--- config.mk ---
export PLATFORM = sky130hd
export DESIGN_NAME = eq_band_sequencer_flat
export DESIGN_NICKNAME = d
export VERILOG_FILES = /design/src/rtl/eq_band_sequencer_if.sv /design/src/rtl/eq_band_sequencer.sv /design/src/flat_wrapper.sv
export SDC_FILE = /design/constraint.sdc
export NUM_CORES = 1
export LEC_CHECK = 0
export BUFFER_PORTS_ARGS = -buffer_cell sky130_fd_sc_hd__buf_2
export CAP_MARGIN = 20
export CORE_ASPECT_RATIO = 1.2
export CORE_UTILIZATION = 39
export CTS_CLUSTER_DIAMETER = 120
export DETAILED_ROUTE_END_ITERATION = 10
export GPL_TIMING_DRIVEN = 0
export PLACE_DENSITY = 0.69
export SYNTH_ARGS = -nofsm -noshare
export SYNTH_HDL_FRONTEND = slang
export SYNTH_SLANG_ARGS = --single-unit
--- constraint.sdc ---
create_clock -name clk -period 2.74 [get_ports clk]
set_input_delay 0.411 -clock clk [delete_from_list [all_inputs] [get_ports clk]]
set_output_delay 0.411 -clock clk [all_outputs]
set_load 0.1 [all_outputs]
--- src/rtl/eq_band_sequencer_if.sv ---
// Signal bundle between the band sequencer and its surroundings: codec strobe,
// queue handshake, coefficient-ROM address, MAC controls and error flags.
interface eq_band_sequencer_if #(
    parameter int ADDR_W = 10
);
    logic              vld;
    logic              sequencing;
    logic              clr_err;
    logic              wrt_smpl;
    logic [ADDR_W-1:0] coeff_addr;
    logic              clr_accum;
    logic              accum_en;
    logic              done;
    logic              ovr_err;
    logic              len_err;

    // Side that feeds codec/queue status in and consumes the controls
    modport master (
        output vld, sequencing, clr_err,
        input  wrt_smpl, coeff_addr, clr_accum, accum_en, done, ovr_err, len_err
    );

    // The sequencer itself
    modport slave (
        input  vld, sequencing, clr_err,
        output wrt_smpl, coeff_addr, clr_accum, accum_en, done, ovr_err, len_err
    );
endinterface

--- src/rtl/eq_band_sequencer.sv ---
// Per-band controller for one circular sample queue and its FIR MAC.
// Decimates the codec strobe into queue writes, tracks the queue readout burst
// to drive the coefficient address and accumulator controls, and keeps sticky
// overrun / burst-length error flags. Sample data never passes through here.
module eq_band_sequencer #(
    parameter int TAPS   = 1021,
    parameter int ADDR_W = 10,
    parameter int DECIM  = 2
) (
    input  logic               clk,
    input  logic               rst_n,
    eq_band_sequencer_if.slave bus
);

    localparam int                PH_W      = (DECIM > 1) ? $clog2(DECIM) : 1;
    localparam logic [PH_W-1:0]   PH_LAST   = PH_W'(DECIM - 1);
    localparam logic [ADDR_W-1:0] ADDR_LAST = ADDR_W'(TAPS - 1);

    localparam logic [1:0] S_IDLE  = 2'd0;
    localparam logic [1:0] S_ACCUM = 2'd1;
    localparam logic [1:0] S_FLUSH = 2'd2;

    logic [PH_W-1:0]   phase_q, phase_d;
    logic              wrt_q, wrt_d;
    logic [1:0]        state_q, state_d;
    logic [ADDR_W-1:0] addr_q, addr_d;
    logic              last_hit_q, last_hit_d;
    logic              accum_en_q, accum_en_d;
    logic              ovr_q, ovr_d;
    logic              len_q, len_d;

    logic              dec_write;
    logic              seq_hit;
    logic              len_set;
    logic              start_burst;

    // Decimation: only a strobe arriving at phase 0 becomes a queue write
    always_comb begin
        dec_write = bus.vld && (phase_q == '0);
        phase_d   = phase_q;
        if (bus.vld) begin
            phase_d = (phase_q == PH_LAST) ? '0 : phase_q + 1'b1;
        end
        wrt_d = dec_write;
    end

    // Burst tracking: address walk with saturation, length checking, flush
    always_comb begin
        state_d     = state_q;
        addr_d      = addr_q;
        last_hit_d  = last_hit_q;
        len_set     = 1'b0;
        start_burst = 1'b0;
        seq_hit     = bus.sequencing && (addr_q == ADDR_LAST);
        case (state_q)
            S_IDLE: begin
                addr_d = '0;
                if (bus.sequencing) begin
                    start_burst = 1'b1;
                    state_d     = S_ACCUM;
                    last_hit_d  = seq_hit;
                    addr_d      = seq_hit ? addr_q : addr_q + 1'b1;
                end
            end
            S_ACCUM: begin
                if (bus.sequencing) begin
                    if (seq_hit) begin
                        if (last_hit_q) begin
                            len_set = 1'b1;
                        end
                        last_hit_d = 1'b1;
                    end else begin
                        addr_d = addr_q + 1'b1;
                    end
                end else begin
                    state_d = S_FLUSH;
                    if (!last_hit_q) begin
                        len_set = 1'b1;
                    end
                end
            end
            S_FLUSH: begin
                addr_d  = '0;
                state_d = S_IDLE;
            end
            default: begin
                addr_d  = '0;
                state_d = S_IDLE;
            end
        endcase
        accum_en_d = bus.sequencing && (state_q != S_FLUSH);
        ovr_d      = (dec_write && (state_q != S_IDLE)) || (ovr_q && !bus.clr_err);
        len_d      = len_set || (len_q && !bus.clr_err);
    end

    // State and output registers, all cleared by the asynchronous reset
    always_ff @(posedge clk or negedge rst_n) begin
        if (!rst_n) begin
            phase_q    <= '0;
            wrt_q      <= 1'b0;
            state_q    <= S_IDLE;
            addr_q     <= '0;
            last_hit_q <= 1'b0;
            accum_en_q <= 1'b0;
            ovr_q      <= 1'b0;
            len_q      <= 1'b0;
        end else begin
            phase_q    <= phase_d;
            wrt_q      <= wrt_d;
            state_q    <= state_d;
            addr_q     <= addr_d;
            last_hit_q <= last_hit_d;
            accum_en_q <= accum_en_d;
            ovr_q      <= ovr_d;
            len_q      <= len_d;
        end
    end

    // clr_accum is combinational from sequencing, so it is gated by rst_n to
    // keep every output low while reset is held
    always_comb begin
        bus.clr_accum  = start_burst && rst_n;
        bus.wrt_smpl   = wrt_q;
        bus.coeff_addr = addr_q;
        bus.accum_en   = accum_en_q;
        bus.done       = (state_q == S_FLUSH);
        bus.ovr_err    = ovr_q;
        bus.len_err    = len_q;
    end

endmodule

--- src/flat_wrapper.sv ---
// flat-port wrapper written by rule: the top's interface ports become plain ports
module eq_band_sequencer_flat 
#(
    parameter int TAPS   = 1021,
    parameter int ADDR_W = 10,
    parameter int DECIM  = 2
)
  (clk, rst_n, bus_vld, bus_sequencing, bus_clr_err, bus_wrt_smpl, bus_coeff_addr, bus_clr_accum, bus_accum_en, bus_done, bus_ovr_err, bus_len_err);
  eq_band_sequencer_if #(.ADDR_W(ADDR_W)) bus_i ();
  input  logic clk;
  input  logic rst_n;
  input wire logic [$bits(bus_i.vld)-1:0] bus_vld;
  input wire logic [$bits(bus_i.sequencing)-1:0] bus_sequencing;
  input wire logic [$bits(bus_i.clr_err)-1:0] bus_clr_err;
  output wire logic [$bits(bus_i.wrt_smpl)-1:0] bus_wrt_smpl;
  output wire logic [$bits(bus_i.coeff_addr)-1:0] bus_coeff_addr;
  output wire logic [$bits(bus_i.clr_accum)-1:0] bus_clr_accum;
  output wire logic [$bits(bus_i.accum_en)-1:0] bus_accum_en;
  output wire logic [$bits(bus_i.done)-1:0] bus_done;
  output wire logic [$bits(bus_i.ovr_err)-1:0] bus_ovr_err;
  output wire logic [$bits(bus_i.len_err)-1:0] bus_len_err;
  assign bus_i.vld = bus_vld;
  assign bus_i.sequencing = bus_sequencing;
  assign bus_i.clr_err = bus_clr_err;
  assign bus_wrt_smpl = bus_i.wrt_smpl;
  assign bus_coeff_addr = bus_i.coeff_addr;
  assign bus_clr_accum = bus_i.clr_accum;
  assign bus_accum_en = bus_i.accum_en;
  assign bus_done = bus_i.done;
  assign bus_ovr_err = bus_i.ovr_err;
  assign bus_len_err = bus_i.len_err;
  eq_band_sequencer #(.TAPS(TAPS), .ADDR_W(ADDR_W), .DECIM(DECIM)) u_core (.clk(clk), .rst_n(rst_n), .bus(bus_i));
endmodule
Word level (Yosys, flattened, before mapping)

Cells that the tools add are included.

Register bits after elaboration: 18
Input port bits: 5
Output and inout bits: 16
Logic and storage cells: 53

$add $sub $neg: 2
Equality and inequality tests: 8
Multiplexer cells: 19
Bitwise gates (word level): 1
Reduce and logical (&&, ||, !) cells: 15

Operators by type and width:

| kind                    | count |
|---|---|
| $mux W10                | 3 |
| $pmux W10 S2            | 1 |
| $mux W1                 | 11 |
| $add A10 B1 Y10 const B | 1 |
| $eq A10 B10 Y1 const B  | 1 |
| $ne A2 B2 Y1 const B    | 4 |
| $logic_and A1 B1 Y1     | 7 |
| $mux W2                 | 2 |
| $pmux W2 S2             | 1 |
| $reduce_and A4 Y1       | 1 |
| $reduce_bool A2 Y1      | 2 |
| $eq A2 B1 Y1 const B    | 1 |
| $eq A2 B2 Y1 const B    | 1 |
| $logic_not A2 Y1        | 1 |
| $logic_or A1 B1 Y1      | 2 |
| $ne A2 B1 Y1 const B    | 1 |
| $pmux W1 S2             | 1 |
| $reduce_and A2 Y1       | 1 |
| $add A1 B1 Y1 const B   | 1 |
| $logic_not A1 Y1        | 1 |
| $not A1 Y1              | 1 |

Longest topological paths before layout

Depth in word-level cells: 6
Mapped depth: 6

Worst setup path before layout

OpenSTA, ideal clock, no wires.

Path type: reg-to-output
From: register u_core.state_q[1]
To: output port bus_done
Arrival time: 1769 ps
Data required time: 2329 ps
Slack: 560 ps
Stages on the path, launching flop included: 2
Cell sequence: dfrtp_1 > nor2b_1

Cells in the longest elaborated chain, start to end: 1

Ends and longest elaborated chain:

| item                     | RTL line                 | source |
|---|---|---|
| start: declaration       | eq_band_sequencer.sv:25  | `logic [1:0] state_q, state_d;` |
| start signal: assignment | eq_band_sequencer.sv:110 | `state_q <= state_d;` |
| $eq A2 B2 Y1             | eq_band_sequencer.sv:126 | `bus.done = (state_q == S_FLUSH);` |
| end: declaration         | flat_wrapper.sv:19       | `output wire logic [$bits(bus_i.done)-1:0] bus_done;` |

Every way passes these cells.

Final worst setup path

From: register u_core.state_q[1]
To: output port bus_clr_accum

Cells in the longest elaborated chain, start to end: 3

Ends and longest elaborated chain:

| item                | RTL line                 | source |
|---|---|---|
| $logic_not A2 Y1    | eq_band_sequencer.sv:55  | `case (state_q)` |
| $mux W1             | eq_band_sequencer.sv:55  |  |
| $logic_and A1 B1 Y1 | eq_band_sequencer.sv:122 | `bus.clr_accum = start_burst && rst_n;` |
| end: declaration    | flat_wrapper.sv:17       | `output wire logic [$bits(bus_i.clr_accum)-1:0] bus_clr_accum;` |

Every way passes these cells.

==> metrics.md <==
| Metric | Value |
|---|---|
| Largest net degree at the start of global routing | 20 |
| Worst-path clk slew | roughly 100 ps |
| Fillers | approximately 230 |
| Share of layout cells above drive strength 1 | between 20% and 30% |
| CTS tree | done |
| Vias | about 860 |
| Clk buf depth | 2 |
| GRT Resource Usage Total | 18.8% |
| Worst R2R Path Depth | 6 |
| Clk_skew | ~9 ps |
| Die W | approximately 46 microns |
| DRT iter0 DRCs | 20 |
| Multi-input gate area | approximately 430 sq um |
| Post-Syn Area | a little over 900 sq um |
| Yosys Warn Count | 0 |
| Outcome | completed |
| Mapped Cells | between 90 and 100 |
| First-pass GRT wire length | ~3500 microns |
| Port Buffer Count | 20 |
| Io pins | 21 |
| Post-CTS Repair Setup Buffers | 0 |
| CTS H-Tree Depth | 1 |
| Yosys reg bits | 18 |
| Initial antenna violation count | 0 |
| Initial Util | a little over two fifths |
| Critical path class | reg2out |
| Diodes inserted | 0 |
| Worst-Skew Late Latency | approximately 300 ps |
| Vias/cell | around 5.8 |
| Gr ovfl total | 0 |
| # Max-Cap Violations | 0 |
| Avg Inst Size Synth | between 9 and 10 sq um |
| Die Span Y | about 55 microns |
| Avg WL per Cell | around 14 microns |
| Final #Nets | around 130 |
| Final setup TNS | 0 ps |
| Syn_nets | between 100 and 150 |
| Vias in the first global route | about 800 |
| Count of final setup violators | 0 |
| Routed Antenna Nets | 0 |
| Relative max-transition margin | 67.6% |
| Die area | 2550 sq um |
| Final period utilization | 88.1% |
| Worst Path Required | 2330 ps |
| CP Launch Type | register |
| RD Place Congestion | about 0.90 |
| CTS buffer count | 3 |
| Sequential fraction of the synthesis area | 49.0% |
| Fin util | approximately half |
| FP Rows | 18 |
| Hold Vio Cnt, Final | 0 |
| Iteration count of the initial detailed-routing pass | 4 |
| Unique cell type count in the Yosys netlist | 29 |
| Hold WC Path Type | in2async |
| Leakage | 0.520 nW |
| Post-CTS sizing | 0 |
| CP Max Fanout | 10 |
| Hold_buf cts | 0 |
| Seq. cell area | 450 sq um |
| RSZ-0062 raised after global routing | no |
| Arrival @ worst endpoint | roughly 2000 ps |
| Core Box Area | 2140 sq um |
| Clock root buffer | clkbuf_4 |
| Clock Sinks | 18 |
| Period minus WS final | ~2400 ps |
| Worst setup EP type | output port |
| Power Dens Cells | roughly 630 nW/um^2 |
| Max rail drop VDD | approximately 300 uV |
| Slew @ Worst Pin | roughly 500 ps |
| DRT Wirelength | 2070 microns |
| DP HPWL | around 1500 microns |
| Area grow syn2layout | 18.9% |
| F_max | 414 MHz |
| Slew Viols, Final | 0 |
| DRC violations left | 0 |
| Hold WS | around 24 ps |
worst paths after layout:
check	from	to	slack [ps]
worst max-delay path	u_core.state_q[1]	bus_clr_accum	330
worst min-delay path	rst_n	u_core.bus.len_err	20
worst max register to register	u_core.bus.coeff_addr[0]	u_core.bus.coeff_addr[3]	950
worst min register to register	u_core.phase_q	u_core.bus.wrt_smpl	470
max in group asynchronous	rst_n	u_core.bus.coeff_addr[6]	2420
min in group clk	bus_clr_err	u_core.bus.ovr_err	300
logic make-up (layout without fill, tap and decap cells):
| group | after synthesis | count (layout) | synth area share (%) |
|---|---|---|---|
| DFF | 18 | 18 | 49.0 |
| buffers and inverters | 10 | 34 | 4.22 |
| xor gates and xnor gates | 2 | 2 | 1.91 |
| AOI/OAI and AO/OA | 32 | 32 | 20.3 |
| adders and majority gates | 2 | 2 | 2.72 |
| and+or+nand+nor | 32 | 32 | 21.8 |
area by class of cell:
type | count | area share, %
Timing Repair Buffer | 20 | 9.16
Buffer | 1 | 0.458
Tap cell | 30 | 3.44
Inverter | 9 | 3.09
Sequential cell | 18 | 41.2
Clock buffer | 4 | 3.32
Multi-Input combinational cell | 68 | 39.3
power breakdown:
part	internal (mW)	switching, mW	leakage, nW	total, mW
sequential	0.291	0.0198	0.239	0.311
combinational	0.0356	0.175	0.260	0.211
clock	0.0810	0.0814	0.0210	0.162
total	0.407	0.277	0.520	0.684
per-stage QoR:
| stage | worst slack [ps] | cell area (sq um) | std cells | total power, mW |
|---|---|---|---|---|
| 2_1_floorplan | 560 | 918 | 96 | 0.485 |
| 3_3_place_gp | 560 | 1060 | 146 | 0.525 |
| 3_5_place_dp | 588 | 1060 | 146 | 0.528 |
| 4_1_cts | 322 | 1090 | 150 | 0.690 |
| 5_1_grt | 204 | 1090 | 150 | 0.719 |
| 6_report | 327 | 1090 | 150 | 0.684 |
worst max-delay path, cell delays in order (launching register included):
cell      delay, ps
dfrtp_1         430
nand2b_1        260
inv_1           190
buf_2           240
and3_1          170
buf_2           420
placed cells by master, fill, tap and decap left out:
cell type,n
o22ai_1,3
ha_1,2
o2111ai_1,1
nor4_1,1
and4_1,3
nand2b_1,3
inv_1,8
and3_1,2
nand2_1,4
o31ai_1,1
o211ai_1,2
clkbuf_8,1
or3b_2,1
nand3_1,6
dfrtp_1,18
or3_1,1
o2bb2ai_1,1
nor2_1,3
o21ai_0,11
or3_4,1
xor2_1,2
a41oi_1,1
nor2b_1,3
buf_2,21
nor3_1,2
a21oi_1,10
clkbuf_4,3
clkinv_1,1
a31oi_1,1
nand4_2,2
a21o_1,1
cells in the mapped netlist (all sizes together):
master	count	share of area, %
clkinv	1	0.41
and4	3	2.9
nor2b	3	2.0
o2bb2ai	1	0.95
and3	2	1.4
a21oi	10	5.4
nand2	4	1.6
o31ai	1	0.82
xor2	2	1.9
nand2b	3	2.0
or3	2	1.9
ha	2	2.7
or3b	1	0.95
nor2	3	1.2
a41oi	1	0.95
a21o	1	0.82
inv	8	3.3
o211ai	2	1.6
nand3	6	3.3
dfrtp	18	49
buf	1	0.54
o2111ai	1	0.95
o22ai	3	2.0
nor4	1	0.68
nor3	2	1.1
nand4	2	2.7
a31oi	1	0.68
o21ai	11	6.0
sequential cells by signal (all words and copies together), names as in the netlist:
register / count
u_core.last_hit_q: 1
u_core.bus.coeff_addr: 10
u_core.phase_q: 1
u_core.bus.accum_en: 1
u_core.state_q: 2
u_core.bus.ovr_err: 1
u_core.bus.wrt_smpl: 1
u_core.bus.len_err: 1
layer usage:
layer / vias up / GRT usage [%] / part of all wire [%]
met1: 425 / 23.5 / 43
met4: 0 / 6.37 / 1.0
met3: 2 / 2.92 / 5.6
li1: 401 / - / -
met5: - / 0 / 0
met2: 36 / 32.2 / 50
Power figures use the tool's default switching activity.
